<file path="src/rtl/rom_load_ctrl.sv">
`timescale 1ns/1ps
// rom_load_ctrl
//   Sequences HPS ioctl downloads into the BIOS (index 0) and cart (index 1)
//   dpram images. Registers every write, tracks the loaded cart size, pads the
//   unloaded cart tail with FILL_BYTE and holds the console in reset until
//   loading, padding and a settle delay have finished.
//
// Ports
//   clk_sys, reset_n      clock, asynchronous active-low reset
//   ioctl_download        download in progress (level)
//   ioctl_index           download target: 0 = BIOS, 1 = cart, others ignored
//   ioctl_wr              one-cycle byte strobe
//   ioctl_addr/dout       byte address within the file / byte data
//   mem_addr/mem_data     shared dpram write address / data
//   bios_we/cart_we       per-image write enables (never high together)
//   cart_size             highest cart byte written + 1 (0 = no cart)
//   overflow              sticky: an out-of-image write was dropped this load
//   busy                  high in every state except IDLE
//   cpu_reset             console reset request
module rom_load_ctrl #(
    parameter int unsigned AW          = 13,
    parameter logic [7:0]  FILL_BYTE   = 8'hFF,
    parameter int unsigned HOLD_CYCLES = 16
) (
    input  logic          clk_sys,
    input  logic          reset_n,
    input  logic          ioctl_download,
    input  logic [7:0]    ioctl_index,
    input  logic          ioctl_wr,
    input  logic [24:0]   ioctl_addr,
    input  logic [7:0]    ioctl_dout,
    output logic [AW-1:0] mem_addr,
    output logic [7:0]    mem_data,
    output logic          bios_we,
    output logic          cart_we,
    output logic [15:0]   cart_size,
    output logic          overflow,
    output logic          busy,
    output logic          cpu_reset
);

    localparam int unsigned DEPTH = 32'd1 << AW;
    localparam int unsigned HW    = (HOLD_CYCLES > 1) ? $clog2(HOLD_CYCLES) : 1;
    localparam logic [HW-1:0] HOLD_LAST = HW'(HOLD_CYCLES - 1);

    typedef enum logic [1:0] {
        S_IDLE = 2'd0,
        S_LOAD = 2'd1,
        S_FILL = 2'd2,
        S_HOLD = 2'd3
    } state_e;

    state_e        state_q, state_d;
    logic [HW-1:0] hold_cnt_q, hold_cnt_d;
    logic [AW-1:0] fill_ptr_q, fill_ptr_d;
    logic          cart_idx_q, cart_idx_d;
    logic          dl_q;

    logic [AW-1:0] mem_addr_q, mem_addr_d;
    logic [7:0]    mem_data_q, mem_data_d;
    logic          bios_we_q, bios_we_d;
    logic          cart_we_q, cart_we_d;
    logic [15:0]   cart_size_q, cart_size_d;
    logic          overflow_q, overflow_d;
    logic          busy_q, cpu_reset_q;
    logic          run_d;

    logic          dl_rise, dl_fall, idx_ok, start, load_en, cur_cart, in_range;
    logic [15:0]   addr_p1;

    // Download edge detection and write qualification
    assign dl_rise  = ioctl_download & ~dl_q;
    assign dl_fall  = ~ioctl_download & dl_q;
    assign idx_ok   = (ioctl_index == 8'd0) || (ioctl_index == 8'd1);
    assign start    = dl_rise & idx_ok;
    // A write in the cycle a download starts belongs to that new download
    assign load_en  = start | (state_q == S_LOAD);
    assign cur_cart = start ? ioctl_index[0] : cart_idx_q;
    assign in_range = (ioctl_addr >> AW) == 25'd0;
    assign addr_p1  = 16'(ioctl_addr[AW-1:0]) + 16'd1;
    assign run_d    = (state_d != S_IDLE);

    // State register
    always_ff @(posedge clk_sys or negedge reset_n) begin
        if (!reset_n) begin
            state_q     <= S_HOLD;
            hold_cnt_q  <= '0;
            fill_ptr_q  <= '0;
            cart_idx_q  <= 1'b0;
            dl_q        <= 1'b0;
            mem_addr_q  <= '0;
            mem_data_q  <= '0;
            bios_we_q   <= 1'b0;
            cart_we_q   <= 1'b0;
            cart_size_q <= '0;
            overflow_q  <= 1'b0;
            busy_q      <= 1'b0;
            cpu_reset_q <= 1'b1;
        end else begin
            state_q     <= state_d;
            hold_cnt_q  <= hold_cnt_d;
            fill_ptr_q  <= fill_ptr_d;
            cart_idx_q  <= cart_idx_d;
            dl_q        <= ioctl_download;
            mem_addr_q  <= mem_addr_d;
            mem_data_q  <= mem_data_d;
            bios_we_q   <= bios_we_d;
            cart_we_q   <= cart_we_d;
            cart_size_q <= cart_size_d;
            overflow_q  <= overflow_d;
            busy_q      <= run_d;
            cpu_reset_q <= run_d;
        end
    end

    // Next-state logic
    always_comb begin
        state_d    = state_q;
        hold_cnt_d = hold_cnt_q;
        fill_ptr_d = fill_ptr_q;
        cart_idx_d = cart_idx_q;
        if (start) begin
            // A new valid download abandons whatever was in progress
            state_d    = S_LOAD;
            cart_idx_d = ioctl_index[0];
            hold_cnt_d = '0;
        end else begin
            unique case (state_q)
                S_IDLE: ;
                S_LOAD: begin
                    if (dl_fall) begin
                        // cart_size_d already includes a write accepted this cycle
                        if (cart_idx_q && (32'(cart_size_d) < DEPTH)) begin
                            state_d    = S_FILL;
                            fill_ptr_d = cart_size_d[AW-1:0];
                        end else begin
                            state_d    = S_HOLD;
                            hold_cnt_d = '0;
                        end
                    end
                end
                S_FILL: begin
                    fill_ptr_d = fill_ptr_q + AW'(1);
                    if (&fill_ptr_q) begin
                        state_d    = S_HOLD;
                        hold_cnt_d = '0;
                    end
                end
                S_HOLD: begin
                    if (hold_cnt_q == HOLD_LAST) begin
                        state_d = S_IDLE;
                    end else begin
                        hold_cnt_d = hold_cnt_q + HW'(1);
                    end
                end
                default: state_d = S_HOLD;
            endcase
        end
    end

    // Output / datapath logic
    always_comb begin
        mem_addr_d  = mem_addr_q;
        mem_data_d  = mem_data_q;
        bios_we_d   = 1'b0;
        cart_we_d   = 1'b0;
        cart_size_d = cart_size_q;
        overflow_d  = overflow_q;
        if (start) begin
            overflow_d = 1'b0;
            if (ioctl_index[0]) begin
                cart_size_d = '0;
            end
        end
        if (load_en && ioctl_wr) begin
            if (in_range) begin
                mem_addr_d = ioctl_addr[AW-1:0];
                mem_data_d = ioctl_dout;
                bios_we_d  = ~cur_cart;
                cart_we_d  = cur_cart;
                if (cur_cart && (addr_p1 > cart_size_d)) begin
                    cart_size_d = addr_p1;
                end
            end else begin
                overflow_d = 1'b1;
            end
        end else if ((state_q == S_FILL) && !start) begin
            mem_addr_d = fill_ptr_q;
            mem_data_d = FILL_BYTE;
            cart_we_d  = 1'b1;
        end
    end

    assign mem_addr  = mem_addr_q;
    assign mem_data  = mem_data_q;
    assign bios_we   = bios_we_q;
    assign cart_we   = cart_we_q;
    assign cart_size = cart_size_q;
    assign overflow  = overflow_q;
    assign busy      = busy_q;
    assign cpu_reset = cpu_reset_q;

endmodule

</file>
<file path="config.mk">
export PLATFORM = sky130hd
export DESIGN_NAME = rom_load_ctrl
export DESIGN_NICKNAME = d
export VERILOG_FILES = /design/src/rtl/rom_load_ctrl.sv
export SDC_FILE = /design/constraint.sdc
export NUM_CORES = 1
export LEC_CHECK = 0
export ABC_AREA = 1
export BUFFER_PORTS_ARGS = -buffer_cell sky130_fd_sc_hd__clkbuf_2
export CAP_MARGIN = 40
export CORE_ASPECT_RATIO = 1.75
export CORE_MARGIN = 5
export CORE_UTILIZATION = 50
export DETAILED_ROUTE_END_ITERATION = 12
export PLACE_DENSITY_LB_ADDON = 0.25
export SYNTH_ARGS = -nofsm -noshare
export SYNTH_HDL_FRONTEND = slang
export SYNTH_SLANG_ARGS = --single-unit
export TNS_END_PERCENT = 50
</file>
<file path="constraint.sdc">
create_clock -name clk_sys -period 7.9 [get_ports clk_sys]
set_input_delay 1.58 -clock clk_sys [delete_from_list [all_inputs] [get_ports clk_sys]]
set_output_delay 1.58 -clock clk_sys [all_outputs]
set_load 0.01 [all_outputs]
</file>
==> metrics.yaml <==
status:
  status: "complete, no violations"
synth:
  yosysTopAreaCell: "dfrtp_1"
  syn_avg_cell_area_um2: 7.66
  async_flop_share: 1.00
  synth-edff-count: 0
  synthFlopType: "dfrtp_1"
  postSynthCellCount: 512
  syn_nets: 574
  syn-cell-area_mm2: 0.00392
  synth.distinct_cells: 35
  synthTopCellsByCount: "nand2_1 (130), nor2_1 (66), dfrtp_1 (60), inv_1 (53), nand3_1 (32)"
  synth-seq-cells: 63
  yosys.cell_count.top_type: "nand2_1"
  synth_top_cell_area_share: 0.383
  synth_area_leaders: "dfrtp_1 (38%), nand2_1 (12%), nor2_1 (6.3%), ha_1 (5.4%), inv_1 (5.1%)"
  ys_warn_count: 0
  yosysSeqAreaShare: 0.403
setup_path:
  slowest_delay_ps: 300
  cpMostUsedCell: "nand2_1"
  critPathTopFamily: "simple AND/OR/NAND/NOR gates"
  cp-end-kind: "flop"
  cp_slowest_cell: "ha_1"
  critPathArrivalTime_ps: 4770
  critPathBufInv: 3
  crit_type: "in -> reg"
  critPathRequiredTime_ps: 8110
  cp_max_fo: 26
  critPathLaunchType: "input port"
  r2r_slack_ps: 4720
sta:
  hold_viol: 0
  rsz0062_at_grt: "false"
  tightest_slew_ps: 816
  relSlewSlack: 0.456
  skew_ps: 2.74
  final-setup-viol-count: 0
  fin_crit_sh: 0.577
  timing.setup.tns_ps: 0
  slew_violations: 0
  fmax_mhz: 219
  period_needed_ps: 4560
global_route:
  grt_pass1_vias: 3651
  grt.total_usage: 0.223
  antenna_found_initial: 0
  grt-ovfl-total: 0
  grt_max_degree: 64
  grt_pass1_wl_um: 17500
drt:
  drcViolationCount: 0
  drtIter0Drc: 229
  first_pass_iters: 4
  vias: 3705
  ant_nets: 0
  post_drt_wl_per_cell_um: 15.4
  via_per_inst: 5.39
  drt_wl_total_um: 10600
floorplanning:
  initial_core_util: 0.515
  coreArea_mm2: 0.00762
  dieHeight_um: 127
  rows: 42
  die-width_um: 77.0
  die_area_mm2: 0.00979
  io_pins: 87
clock_tree:
  holdBufCountCts: 0
  cts.sinks: 63
  clkTransAtPathRegs_ps: 50
  cts_tree: "built"
  htree_num_levels: 3
  cts_setup_buffers: 0
  cts_resized: 0
  cts_root_buf: "clkbuf_16"
  clkLatencyLatePin_ps: 330
  cts_buffer_depth: 2
  cts-buffers-inserted: 9
final_layout:
  fin_util: 0.618
  area_growth_syn_to_layout_pct: 20.0
  num_antenna_cells: 0
  drive_gt1_frac: 0.243
  nets: 657
flow_run:
  max_cap_violations: 0
power:
  irDropWorstVdd_uv: 174
  power_density_mw_per_mm2: 285
  power_leakage_nw: 2.57
worst_hold_path:
  hold_path.class: "reg -> reg"
place:
  portBuffers: 86
  dp_hpwl_um: 7980
  place_congestion: 0.945
[worst min-delay path, delay by kind of cell (launching register included)]
| kind | cells | cell delay [ps] |
|---|---|---|
| flops | 1 | 340 |
| simple gates | 1 | 50 |
| compound gates | 1 | 60 |
[metrics by stage]
step / instances / hold WS, ps / power (W) / setup slack, ps / instance area [um^2]
after CTS: 688 / 483 / 0.00135 / 3360 / 4710
after detailed placement: 672 / 469 / 0.000937 / 3050 / 4400
after global routing: 688 / 512 / 0.00143 / 3020 / 4710
after global placement: 672 / 464 / 0.000921 / 3150 / 4400
after floorplan: 512 / 450 / 0.000807 / 3830 / 3920
final: 688 / 482 / 0.00134 / 3340 / 4710
[layout by cell type (no fill, tap or decap), drive strengths merged, types with 8 or more instances in the layout]
master / count
a21oi: 16
a31oi: 14
clkbuf: 97
dfrtp: 60
ha: 17
inv: 60
nand2: 135
nand3: 38
nand4: 11
nor2: 71
o21ai: 44
xnor2: 8
xor2: 11
[state kept, by name (all words and copies together) (netlist names), 2 cells and up]
register	count
cart_size	16
fill_ptr_q	13
hold_cnt_q	4
mem_addr	13
mem_data	8
state_q	2
[layer usage]
layer / GRT usage / share of wire / vias to the layer above
met4: 0.139 / 0.055 / 0
met1: 0.244 / 0.37 / 1725
met2: 0.391 / 0.53 / 113
met3: 0.0444 / 0.044 / 42
met5: 0 / 0 / -
li1: - / - / 1825
[kinds of logic (layout without fill, tap and decap cells)]
group,Yosys count,in the layout,share of synthesized area
AO/OA/AOI/OAI,78,78,0.124
XOR/XNOR,19,19,0.0424
adder cells (fa/ha/maj),17,17,0.0542
buffers and inverters,76,164,0.0778
flip-flops,63,63,0.403
AND/OR/NAND/NOR,259,259,0.299
[layout make-up]
type / count / area [um^2]
repair buffers: 88 / 445
flip-flops and latches: 63 / 1580
inverters: 60 / 225
well taps: 88 / 110
clock inverters: 5 / 56.3
multi-input cells: 373 / 2040
fillers: 690 / 2910
clock buffers: 11 / 253
[final timing paths]
path / start / cells after the start / endpoint
max in group asynchronous: reset_n / 2 / mem_data[4]
worst max register to register: dl_q / 22 / fill_ptr_q[8]
worst max-delay path: ioctl_addr[0] / 25 / fill_ptr_q[8]
min in group asynchronous: reset_n / 2 / dl_q
worst min-delay path: overflow / 2 / overflow
worst min register to register: overflow / 2 / overflow
[power breakdown]
| part | internal (W) | switching [W] |
|---|---|---|
| registers | 0.000410 | 0.0000771 |
| logic | 0.000166 | 0.000280 |
| clock network | 0.000261 | 0.000146 |
| total | 0.000836 | 0.000503 |
No activity file was read; power rests on OpenSTA's default activity.
